===== src/rtl/text_cursor_plotter.sv =====
// Character-stream to VGA plot engine: keeps a text cursor on a COLS x ROWS grid and draws glyphs
// fetched from an external 1-cycle ROM. Define TEXT_PLOT_TRANSPARENT_BG_EN to plot only set glyph bits.
module text_cursor_plotter #(
    parameter int CHAR_W  = 8,
    parameter int GLYPH_W = 8,
    parameter int GLYPH_H = 8,
    parameter int COLS    = 40,
    parameter int ROWS    = 30,
    parameter int X_W     = 9,
    parameter int Y_W     = 8,
    parameter int COLOR_W = 3
) (
    input  logic                               clock,
    input  logic                               reset,
    input  logic [CHAR_W-1:0]                  char_in,
    input  logic                               char_valid,
    output logic                               char_ready,
    input  logic [COLOR_W-1:0]                 fg_colour,
    input  logic [COLOR_W-1:0]                 bg_colour,
    output logic [CHAR_W+$clog2(GLYPH_H)-1:0]  glyph_addr,
    input  logic [GLYPH_W-1:0]                 glyph_row,
    output logic [X_W-1:0]                     x,
    output logic [Y_W-1:0]                     y,
    output logic [COLOR_W-1:0]                 colour,
    output logic                               plot,
    output logic                               busy
);

    // Counter widths assume GLYPH_W, GLYPH_H, COLS and ROWS are all at least 2.
    localparam int RW   = $clog2(GLYPH_H);
    localparam int PW   = $clog2(GLYPH_W);
    localparam int CW   = $clog2(COLS);
    localparam int ROWW = $clog2(ROWS);

    typedef enum logic [2:0] {
        S_IDLE,
        S_FETCH,
        S_LATCH,
        S_DRAW,
        S_ADVANCE,
        S_NEWLINE
    } state_t;

    state_t               state_q, state_d;
    logic [CHAR_W-1:0]    char_q, char_d;
    logic [COLOR_W-1:0]   fg_q, fg_d;
    logic [COLOR_W-1:0]   bg_q, bg_d;
    logic [GLYPH_W-1:0]   glyph_q, glyph_d;
    logic [RW-1:0]        r_q, r_d;
    logic [PW-1:0]        px_q, px_d;
    logic [CW-1:0]        col_q, col_d;
    logic [ROWW-1:0]      row_q, row_d;

    logic                 pix_on;
    logic [ROWW-1:0]      row_inc;

    always_ff @(posedge clock or posedge reset) begin
        if (reset) begin
            state_q <= S_IDLE;
            char_q  <= '0;
            fg_q    <= '0;
            bg_q    <= '0;
            glyph_q <= '0;
            r_q     <= '0;
            px_q    <= '0;
            col_q   <= '0;
            row_q   <= '0;
        end else begin
            state_q <= state_d;
            char_q  <= char_d;
            fg_q    <= fg_d;
            bg_q    <= bg_d;
            glyph_q <= glyph_d;
            r_q     <= r_d;
            px_q    <= px_d;
            col_q   <= col_d;
            row_q   <= row_d;
        end
    end

    // Row advance shared by end-of-line wrap and newline; wraps to the top, no scrolling.
    assign row_inc = (row_q == ROWW'(ROWS - 1)) ? '0 : row_q + ROWW'(1);

    always_comb begin
        state_d = state_q;
        char_d  = char_q;
        fg_d    = fg_q;
        bg_d    = bg_q;
        glyph_d = glyph_q;
        r_d     = r_q;
        px_d    = px_q;
        col_d   = col_q;
        row_d   = row_q;
        case (state_q)
            S_IDLE: begin
                if (char_valid && char_ready) begin
                    char_d = char_in;
                    fg_d   = fg_colour;
                    bg_d   = bg_colour;
                    if (char_in == CHAR_W'(8'h0A)) begin
                        state_d = S_NEWLINE;
                    end else if (char_in >= CHAR_W'(8'h20)) begin
                        r_d     = '0;
                        state_d = S_FETCH;
                    end
                end
            end
            S_FETCH: state_d = S_LATCH;
            S_LATCH: begin
                glyph_d = glyph_row;
                px_d    = '0;
                state_d = S_DRAW;
            end
            S_DRAW: begin
                if (px_q == PW'(GLYPH_W - 1)) begin
                    if (r_q == RW'(GLYPH_H - 1)) begin
                        state_d = S_ADVANCE;
                    end else begin
                        r_d     = r_q + RW'(1);
                        state_d = S_FETCH;
                    end
                end else begin
                    px_d = px_q + PW'(1);
                end
            end
            S_ADVANCE: begin
                if (col_q == CW'(COLS - 1)) begin
                    col_d = '0;
                    row_d = row_inc;
                end else begin
                    col_d = col_q + CW'(1);
                end
                state_d = S_IDLE;
            end
            S_NEWLINE: begin
                col_d   = '0;
                row_d   = row_inc;
                state_d = S_IDLE;
            end
            default: state_d = S_IDLE;
        endcase
    end

    // MSB of the glyph row is the leftmost pixel.
    assign pix_on = glyph_q[PW'(GLYPH_W - 1) - px_q];

    always_comb begin
        plot   = 1'b0;
        x      = '0;
        y      = '0;
        colour = '0;
        if (state_q == S_DRAW) begin
            x = X_W'(col_q) * X_W'(GLYPH_W) + X_W'(px_q);
            y = Y_W'(row_q) * Y_W'(GLYPH_H) + Y_W'(r_q);
`ifdef TEXT_PLOT_TRANSPARENT_BG_EN
            plot   = pix_on;
            colour = fg_q;
`else
            plot   = 1'b1;
            colour = pix_on ? fg_q : bg_q;
`endif
        end
    end

    assign glyph_addr = {char_q, r_q};
    assign char_ready = (state_q == S_IDLE) && !reset;
    assign busy       = (state_q != S_IDLE);

endmodule


===== config.mk =====
export PLATFORM = sky130hd
export DESIGN_NAME = text_cursor_plotter
export DESIGN_NICKNAME = d
export VERILOG_FILES = /design/src/rtl/text_cursor_plotter.sv
export SDC_FILE = /design/constraint.sdc
export NUM_CORES = 1
export LEC_CHECK = 0
export ABC_AREA = 0
export BUFFER_PORTS_ARGS = -buffer_cell sky130_fd_sc_hd__buf_2
export CORE_MARGIN = 2
export CORE_UTILIZATION = 25
export CTS_CLUSTER_SIZE = 30
export DETAILED_ROUTE_END_ITERATION = 16
export PLACE_DENSITY = 0.55
export SYNTH_ARGS = -nofsm -noshare
export SYNTH_HDL_FRONTEND = slang
export SYNTH_SLANG_ARGS = --single-unit

===== constraint.sdc =====
create_clock -name clock -period 1.5 [get_ports clock]
set_input_delay 0.225 -clock clock [delete_from_list [all_inputs] [get_ports clock]]
set_output_delay 0.225 -clock clock [all_outputs]
set_load 0.05 [all_outputs]

==> reports/results.tsv, run 1 <==
stage	metric	value	unit
status	outcome	complete, but fails checks	
status	violations	setup timing	
critical_path	crit_required	1270	ps
logic_synthesis	synthTopCellsByCount	nand2_1 (61), dfrtp_1 (42), and2_1 (16)	
power	p_int	0.00446	W
power	leakagePower	1.80	nW
logic_synthesis	synth_area_leaders	dfrtp_1 (48%), nand2_1 (10%), mux2_2 (4.6%)	
critical_path	startpoint_type	register	
placement	dp_slack	-403	ps
flow_run	maxCapViolations	0	
logic_synthesis	syn_nets	261	
logic_synthesis	synthMuxAreaShare	8.48	%
logic_synthesis	yosys.area_share.xor_xnor	0.398	%
timing	hold_viol	0	
global_routing	overflow	0	
logic_synthesis	synth_top_family_by_area	simple AND/OR/NAND/NOR gates	
timing	period_needed	2130	ps
timing	fin_skew	4.32	ps
timing	setup_ws	-629	ps
clock_network	tritoncts	yes	
floorplan	rows	34	
routing	wl_per_cell	13.0	um
logic_synthesis	syn-instance-count	229	
clock_network	cts_root_buf	clkbuf_8	
routing	drt-vias-per-instance	4.51	
placement	dpl.cell_count	419	
global_routing	grt_pass1_vias	2045	
logic_synthesis	synth_compound_gate_area_share	9.16	%
timing	grt_setup_unrepaired	true	
clock_network	clockBufferDepth	2	
global_routing	grt_max_degree	40	
power	p_sw_share	44.9	%
clock_network	clk-insertion-delay-late	300	ps
global_routing	antenna_found_initial	0	
global_routing	grt_pass1_wl	9750	um
power	seq_power_share	23.6	%
global_routing	grtUsageMet1	17.1	%
logic_synthesis	synth_area_leader_cell	dfrtp_1	
timing	min_period_over_period	142	%
routing	via_count	2019	
logic_synthesis	synth_area_per_cell	9.61	sq um
timing	tightest_slew	505	ps
global_routing	use_met2	20.4	%
logic_synthesis	yosys.area.top_type_share	47.8	%
timing	finalMaxSlewViolations	0	
logic_synthesis	netlist_area	2200	sq um
logic_synthesis	yosysUniqueCellTypes	44	
floorplan	start_util	25.5	%
floorplan	core-area	8640	sq um
floorplan	dieHeight	97.8	um
critical_path	path_class	reg2out	
timing	max_slew_margin	66.3	%
logic_synthesis	synth-edff-count	0	
final_layout	fin_nets	371	
logic_synthesis	async_flop_share	100	%
final_layout	layout-drive-gt1-share	61.2	%
worst_hold_path	hold_path_class	in2reg	
power	combPwrFrac	65.1	%
logic_synthesis	seq_area_frac_synth	47.8	%
floorplan	io_pins	59	
timing	fmax	470	MHz
final_layout	ff_latch_area	1050	sq um
logic_synthesis	synthAdderAreaFrac	3.98	%
placement	hpwl	4080	um
final_layout	multi_input_area	1420	sq um
timing	worst_hold_slack	127	ps
floorplan	die-area	9560	sq um
routing	ant_nets	0	
placement	place_congestion	0.785	
power	power	0.00808	W
clock_network	cts_buffers	5	
logic_synthesis	synth_top_flop_cell	dfrtp_1	
clock_network	cts.clk_slew.worst_paths	80	ps
power	max-vdd-ir-drop	1.31	mV
final_layout	fin_cells	448	
timing	setup_viol	33	
global_routing	grt_usage	12.6	%
logic_synthesis	synth_seq_cells	42	
global_routing	busiest_layer	met2	
routing	first_pass_iters	4	
critical_path	end_kind	output pin	
critical_path	cp_max_fo	4	
logic_synthesis	yosys_warnings	0	
power	clockPowerShare	11.3	%
final_layout	area_growth	72.6	%
critical_path	cp_data_arrival_time	1900	ps
clock_network	htree_num_levels	2	
final_layout	num_antenna_cells	0	
routing	drt_wl_total	5820	um
routing	drtIter0Drc	47	
placement	portBuffers	58	
clock_network	cts.sinks	42	
power	powerDensity	2130	nW/um^2
floorplan	die_w	97.8	um
final_layout	fillers	835	
logic_synthesis	synth_most_common_cell	nand2_1	
global_routing	met3_usage	2.58	%
logic_synthesis	synth_simple_gate_area_share	26.5	%
routing	drc_errors	0	
power	switchingPower	0.00363	W
[registers in the layout, summed over array words and instances, names as in the netlist]
signal / cells
bg_q: 3
char_q: 8
col_q: 6
fg_q: 3
glyph_q: 8
px_q: 3
r_q: 3
row_q: 5
state_q: 3
[layer usage]
| layer | share of wire, % | wire [um] | vias to the layer above |
|---|---|---|---|
| met1 | 45 | 2630 | 962 |
| met3 | 3.6 | 208 | 11 |
| met2 | 49 | 2840 | 47 |
| met5 | 0 | 0 | - |
| li1 | - | - | 999 |
| met4 | 2.6 | 150 | 0 |
[power by group through the flow]
stage	clock network (W)	registers, W	logic, W
after floorplan	0	0.00240	0.00251
after detailed placement	0	0.00191	0.00398
after global placement	0	0.00189	0.00392
after global routing	0.000995	0.00198	0.00560
final	0.000914	0.00191	0.00527
after CTS	0.000947	0.00191	0.00499
[logic make-up (layout without fill, tap and decap cells)]
logic type / count (synthesis) / in the layout
adder cells (fa/ha/maj): 7 / 7
AO/OA/AOI/OAI: 31 / 31
XOR/XNOR: 1 / 1
flip-flops: 42 / 42
AND/OR/NAND/NOR: 118 / 118
multiplexers: 13 / 13
buffers and inverters: 17 / 128
[what timing repair did]
action | 4_1_cts | 5_1_grt
buffers inserted | 15 | 11
endpoints found under the hold margin | 3 | 0
endpoints found under the setup margin | 50 | 61
cloned | 1 | 1
hold buffers | 1 | 0
gates resized for setup | 107 | 60
pin swaps | 14 | 42
[critical path, cell delays in order, from the launching register on]
cell and delay (ps):
dfrtp_2 400, mux4_2 530, mux2i_4 280, nand3_2 140, o21ai_4 80, buf_6 170
[through the flow]
| step | util, % | instance area, sq um | TNS (ps) |
|---|---|---|---|
| floorplan | - | 2330 | -3410 |
| global placement | 34.2 | 2960 | -2580 |
| detailed placement | 34.2 | 2960 | -3340 |
| CTS | 41.2 | 3560 | -10170 |
| global route | 44.0 | 3800 | -13290 |
| finish | 44.0 | 3800 | -10280 |
[cell type report]
cell class | count | share of cell area, %
flip-flops and latches | 42 | 27.8
multi-input cells | 170 | 37.4
repair buffers | 112 | 27.5
clock inverters | 2 | 0.989
inverters | 8 | 0.890
well taps | 108 | 3.56
clock buffers | 6 | 1.91
[path summary, 6_finish.rpt]
kind | slack (ps) | end | start | depth (start not counted)
worst min-delay path | 130 | char_q[2]$_DFFE_PP0P_ | char_in[2] | 3
worst max-delay path | -630 | colour[1] | px_q[0]$_DFFE_PP0P_ | 5
worst min register to register | 480 | char_q[6]$_DFFE_PP0P_ | char_q[6]$_DFFE_PP0P_ | 2
worst max register to register | -470 | px_q[0]$_DFFE_PP0P_ | px_q[0]$_DFFE_PP0P_ | 11
min in group asynchronous | 420 | char_q[6]$_DFFE_PP0P_ | reset | 3
max in group asynchronous | 350 | px_q[0]$_DFFE_PP0P_ | reset | 4
[placed cells by master, fill, tap and decap left out, drive strengths merged, types with 3 or more instances in the layout]
cell	n
ha	7
nor3	5
and3	3
mux2	9
nand3	8
and2	16
o31ai	4
nor2	11
dfrtp	42
a21oi	3
nand2	61
clkbuf	7
inv	7
buf	110
o21ai	13
Note: power is estimated with default switching activity, not from simulation.
==> inputs of run 2 (changes only) <==
SKIP_LAST_GASP = 1   (was default)
==> reports/results.tsv, run 2 (synthesized netlist as in run 1, its figures left out) <==
stage	metric	value	unit	change
critical_path	worst-r2r-setup-slack	-470	ps	about the same
clock_network	cts.clk_slew.worst_paths	80	ps	about the same
timing	setup_viol	43		+30%
global_routing	grt_pass1_wl	9690	um	-0.64%
final_layout	layout_commonest_cell	dfrtp_1		
critical_path	cp-startpoint	px_q[0]$_DFFE_PP0P_		
floorplan	die-area	9560	sq um	unchanged
clock_network	clk-insertion-delay-late	300	ps	about the same
timing	setup_ws	-627	ps	+2.05 ps
final_layout	layout-drive-gt1-share	61.2	%	about the same
routing	wl_per_cell	13.1	um	+0.80%
floorplan	dieHeight	97.8	um	unchanged
floorplan	die_w	97.8	um	unchanged
global_routing	grt_max_degree	40		unchanged
final_layout	area_growth	73.4	%	
final_layout	fillers	835		unchanged
global_routing	antenna_found_initial	0		unchanged
timing	fmax	470	MHz	about the same
power	leakagePower	1.82	nW	+0.95%
clock_network	cts_root_buf	clkbuf_8		
final_layout	fin_cells	451		+0.67%
power	clockPowerShare	11.3	%	about the same
routing	drt-vias-per-instance	4.52		+0.32%
timing	period_needed	2130	ps	-2.05 ps
floorplan	core-area	8640	sq um	unchanged
worst_hold_path	hp-start	char_in[2]		
worst_hold_path	hold_path_class	in2reg		
critical_path	end_kind	output pin		
routing	via_count	2039		+0.99%
final_layout	fin_util	44.2	%	+0.22 points
final_layout	fin_nets	374		+0.81%
routing	ant_nets	0		unchanged
clock_network	tritoncts	yes		
flow_run	maxCapViolations	0		unchanged
power	switchingPower	0.00362	W	-0.23%
critical_path	timing.rr.end	px_q[0]$_DFFE_PP0P_		
placement	dp_slack	-403	ps	unchanged
placement	place_congestion	0.785		unchanged
critical_path	regToRegStartpoint	px_q[0]$_DFFE_PP0P_		
timing	fin_skew	4.61	ps	+0.293 ps
timing	max_slew_margin	65.4	%	-0.90 points
critical_path	crit_required	1270	ps	about the same
timing	grt_setup_unrepaired	true		
critical_path	r2r_cells	11		unchanged
power	seq_power_share	23.5	%	about the same
routing	first_pass_iters	4		unchanged
critical_path	path_class	reg2out		
power	p_sw_share	44.7	%	-0.19 points
timing	finalMaxSlewViolations	0		unchanged
final_layout	final_area	3810	sq um	+0.49%
final_layout	top_regs	char_q x8, glyph_q x8, col_q x6		
routing	drc_errors	0		unchanged
timing	hold_viol	0		unchanged
timing	min_period_over_period	142	%	about the same
clock_network	htree_num_levels	2		unchanged
critical_path	startpoint_type	register		
critical_path	cp_data_arrival_time	1900	ps	about the same
final_layout	multi_input_area	1410	sq um	-0.70%
status	outcome	complete, but fails checks		
global_routing	overflow	0		unchanged
clock_network	cts_buffers	5		unchanged
power	p_int	0.00448	W	+0.55%
placement	portBuffers	58		unchanged
status	violations	setup timing		
power	combPwrFrac	65.2	%	about the same
placement	dpl.cell_count	419		unchanged
routing	drtIter0Drc	50		+6.4%
routing	drt_wl_total	5910	um	+1.5%
power	max-vdd-ir-drop	1.31	mV	-0.17%
global_routing	grt_pass1_vias	2035		-0.49%
timing	tightest_slew	518	ps	+13.5 ps
floorplan	io_pins	59		unchanged
critical_path	cp_max_fo	4		unchanged
placement	hpwl	4080	um	unchanged
placement	place_area	2960	sq um	unchanged
final_layout	ff_latch_area	1050	sq um	unchanged
floorplan	start_util	25.5	%	unchanged
global_routing	grt_usage	12.6	%	-0.091 points
final_layout	num_antenna_cells	0		unchanged
critical_path	crit_end	colour[1]		
floorplan	rows	34		unchanged
power	powerDensity	2120	nW/um^2	-0.29%
timing	worst_hold_slack	126	ps	-0.757 ps
clock_network	cts.sinks	42		unchanged
clock_network	clockBufferDepth	2		unchanged
final_layout	final_cell_mix	dfrtp_1 (39), nand2_1 (37), buf_2 (35)		
==> run 2: cell count changes in the layout (fill, tap and decap cells not counted) <==
cell       delta
clkbuf_16     +1
o21ai_2       +1
buf_8         -1
nand2_1       +1
buf_4         +4
and4_1        +1
nand2_2       -1
o21ai_1       -1
buf_6         -1
and4_4        -1
o31ai_2       +1
o31ai_4       -1
==> run 2: layout make-up <==
type / instances / area share [%]
clock inverters: 2 / 0.984
well taps: 108 / 3.54
multi-input cells: 170 / 37.0
clock buffers: 6 / 1.90
inverters: 8 / 0.886
flip-flops and latches: 42 / 27.6
repair buffers: 115 / 28.1
==> run 2: metal layers <==
metal	global-route usage [%]	routed length, um	vias to the layer above
met5	0	0	-
met2	20.1	2880	43
li1	-	-	1008
met4	4.49	151	0
met3	2.58	185	11
met1	17.0	2690	977
==> run 2: power groups by stage <==
stage / clock, W / combinational (W) / sequential [W]
3_3_place_gp: 0 / 0.00392 / 0.00189
6_report: 0.000912 / 0.00528 / 0.00191
3_5_place_dp: 0 / 0.00398 / 0.00191
5_1_grt: 0.000995 / 0.00561 / 0.00197
2_1_floorplan: 0 / 0.00251 / 0.00240
4_1_cts: 0.000947 / 0.00490 / 0.00190
==> run 2: worst min path at each step <==
stage                                  endpoint  slack [ps]  cells past startpoint
after detailed placement  char_q[6]$_DFFE_PP0P_         190                      2
after floorplan             bg_q[0]$_DFFE_PP0P_         230                      1
after global placement    char_q[7]$_DFFE_PP0P_         180                      2
after global routing      char_q[2]$_DFFE_PP0P_         130                      3
after CTS                   bg_q[2]$_DFFE_PP0P_         100                      3
final                     char_q[2]$_DFFE_PP0P_         130                      3
==> run 2: per-stage QoR <==
| stage | total power, W | TNS (ps) |
|---|---|---|
| after global placement | 0.00582 | -2580 |
| after CTS | 0.00774 | -10700 |
| final | 0.00810 | -10540 |
| after global routing | 0.00858 | -13790 |
| after detailed placement | 0.00589 | -3340 |
| after floorplan | 0.00492 | -3410 |
==> run 2: what timing repair did <==
item,in CTS,in global routing
setup buffers,15,12
cloned,1,2
hold endpoints to repair,3,0
resized for setup,95,65
endpoints found under the setup margin,50,61
hold buffers,1,0
pin swaps,14,43
==> run 2: critical path, stage by stage (launching register included) <==
cell	delay (ps)
dfrtp_2	400
mux4_2	530
mux2i_4	280
nand3_2	140
o21ai_4	80
buf_6	170
==> inputs of run 3 (changes only) <==
RECOVER_POWER = 25   (was default)
==> reports/results.tsv, run 3 (synthesized netlist as in run 1, its figures left out) <==
stage	metric	value	unit	change
status	outcome	complete, but fails checks		
status	violations	setup timing		
final_layout	fillers	836		+0.12%
timing	fin_skew	4.63	ps	+0.0209 ps
timing	finalMaxSlewViolations	0		unchanged
routing	ant_nets	0		unchanged
final_layout	multi_input_area	1410	sq um	unchanged
global_routing	overflow	0		unchanged
placement	dpl.cell_count	419		unchanged
timing	worst_hold_slack	128	ps	+1.77 ps
timing	fmax	470	MHz	about the same
timing	period_needed	2130	ps	-1.24 ps
global_routing	grt_max_degree	40		unchanged
clock_network	clk-insertion-delay-late	300	ps	about the same
floorplan	dieHeight	97.8	um	unchanged
timing	hold_viol	0		unchanged
timing	setup_viol	59		+37%
clock_network	htree_num_levels	2		unchanged
floorplan	die-area	9560	sq um	unchanged
routing	via_count	2040		+0.049%
timing	setup_ws	-626	ps	+1.24 ps
final_layout	fin_nets	374		unchanged
placement	hpwl	4080	um	unchanged
timing	grt_setup_unrepaired	true		
critical_path	startpoint_type	register		
final_layout	num_antenna_cells	0		unchanged
timing	tightest_slew	590	ps	+72.0 ps
power	leakagePower	1.80	nW	-0.93%
power	max-vdd-ir-drop	1.31	mV	about the same
placement	portBuffers	58		unchanged
routing	drtIter0Drc	45		-10%
clock_network	cts_buffers	5		unchanged
floorplan	rows	34		unchanged
floorplan	io_pins	59		unchanged
timing	max_slew_margin	60.8	%	-4.6 points
global_routing	grt_usage	12.6	%	unchanged
power	powerDensity	2120	nW/um^2	about the same
clock_network	cts.clk_slew.worst_paths	80	ps	about the same
global_routing	antenna_found_initial	0		unchanged
final_layout	fin_util	44.0	%	-0.16 points
final_layout	top_regs	char_q x8, glyph_q x8, col_q x6		
final_layout	ff_latch_area	1050	sq um	unchanged
placement	place_congestion	0.785		unchanged
clock_network	tritoncts	yes		
floorplan	start_util	25.5	%	unchanged
global_routing	grt_pass1_vias	2035		unchanged
critical_path	cp_num_buf_inv	1		unchanged
critical_path	path_delay_family	multiplexers		
floorplan	die_w	97.8	um	unchanged
flow_run	maxCapViolations	0		unchanged
clock_network	clockBufferDepth	2		unchanged
critical_path	worst_path_max_delay_cell	mux4_2		
clock_network	cts_root_buf	clkbuf_8		
worst_hold_path	hold_path_class	in2reg		
critical_path	cp_slowest_stage_delay	530	ps	about the same
routing	wl_per_cell	13.1	um	-0.12%
critical_path	crit_required	1270	ps	about the same
final_layout	layout-drive-gt1-share	60.1	%	-1.2 points
critical_path	end_kind	output pin		
critical_path	cp_max_fo	4		unchanged
power	power	0.00807	W	-0.33%
floorplan	core-area	8640	sq um	unchanged
critical_path	crit_chain	mux4_2 > mux2i_4 > nand3_2 > o21ai_4 > buf_6		
clock_network	cts.sinks	42		unchanged
timing	min_period_over_period	142	%	about the same
routing	first_pass_iters	4		unchanged
timing	fin_tns_setup	-13010	ps	-2470 ps
final_layout	area_growth	72.8	%	
final_layout	final_cell_mix	dfrtp_1 (39), nand2_1 (37), buf_4 (31)		
critical_path	path_class	reg2out		
global_routing	grt_pass1_wl	9690	um	unchanged
critical_path	cp_data_arrival_time	1900	ps	about the same
routing	drt_wl_total	5900	um	-0.12%
final_layout	layout_commonest_cell	dfrtp_1		
final_layout	fin_cells	451		unchanged
routing	drt-vias-per-instance	4.52		about the same
routing	drc_errors	0		unchanged
-- run 3: cell types whose count changed in the layout (fill, tap and decap cells not counted) --
cell / change
buf_2: -9
clkinvlp_4: -1
clkbuf_2: +6
clkinvlp_2: +1
clkbuf_1: +4
buf_4: -1
clkbuf_4: +1
buf_6: -1
-- run 3: what timing repair did --
| item | CTS | global route |
|---|---|---|
| gates cloned | 1 | 2 |
| gates resized for setup | 95 | 65 |
| endpoints found under the setup margin | 50 | 61 |
| pin swaps | 14 | 43 |
| setup buffers | 15 | 12 |
| endpoints found under the hold margin | 3 | 0 |
| hold buffers | 1 | 0 |
-- run 3: power breakdown --
group,leakage (nW),switching (W),internal [W]
Sequential,0.525,0.000336,0.00157
Combinational,1.22,0.00287,0.00238
Clock,0.0514,0.000414,0.000497
Total,1.80,0.00362,0.00445
-- run 3: worst reg2reg max path, cell delays in order, from the launching register on --
cell     delay (ps)
dfrtp_2         440
buf_4           140
buf_6           100
buf_4           120
buf_6           100
buf_6           110
ha_4            150
ha_4            150
buf_4           140
nor2_4          100
nor2_2           50
mux2_2          260
-- run 3: final cells by class --
type | instances | share of cell area (%)
Clock buffer | 6 | 1.91
Multi-Input combinational cell | 170 | 37.1
Tap cell | 108 | 3.55
Sequential cell | 42 | 27.7
Timing Repair Buffer | 115 | 27.9
Clock inverter | 2 | 0.987
Inverter | 8 | 0.823
-- run 3: layer usage --
layer	GRT usage [%]	vias to the layer above	share of wire [%]
met2	20.1	43	49
li1	-	1008	-
met5	0	-	0
met4	4.49	0	2.6
met1	17.0	978	45
met3	2.58	11	3.1
-- run 3: worst paths after layout --
check	start	slack, ps	to	depth (start not counted)
setup / recovery	px_q[0]$_DFFE_PP0P_	-630	colour[1]	5
hold / removal	char_in[2]	130	char_q[2]$_DFFE_PP0P_	3
setup reg to reg	px_q[0]$_DFFE_PP0P_	-470	px_q[0]$_DFFE_PP0P_	11
hold reg to reg	char_q[6]$_DFFE_PP0P_	480	char_q[6]$_DFFE_PP0P_	2
max in group asynchronous	reset	140	px_q[0]$_DFFE_PP0P_	4
min in group asynchronous	reset	490	char_q[6]$_DFFE_PP0P_	3
-- run 3: per-stage QoR --
step           setup WS (ps)  area [sq um]
4_1_cts                 -657          3510
3_3_place_gp            -385          2960
2_1_floorplan           -324          2330
6_report                -626          3800
3_5_place_dp            -403          2960
5_1_grt                 -683          3800
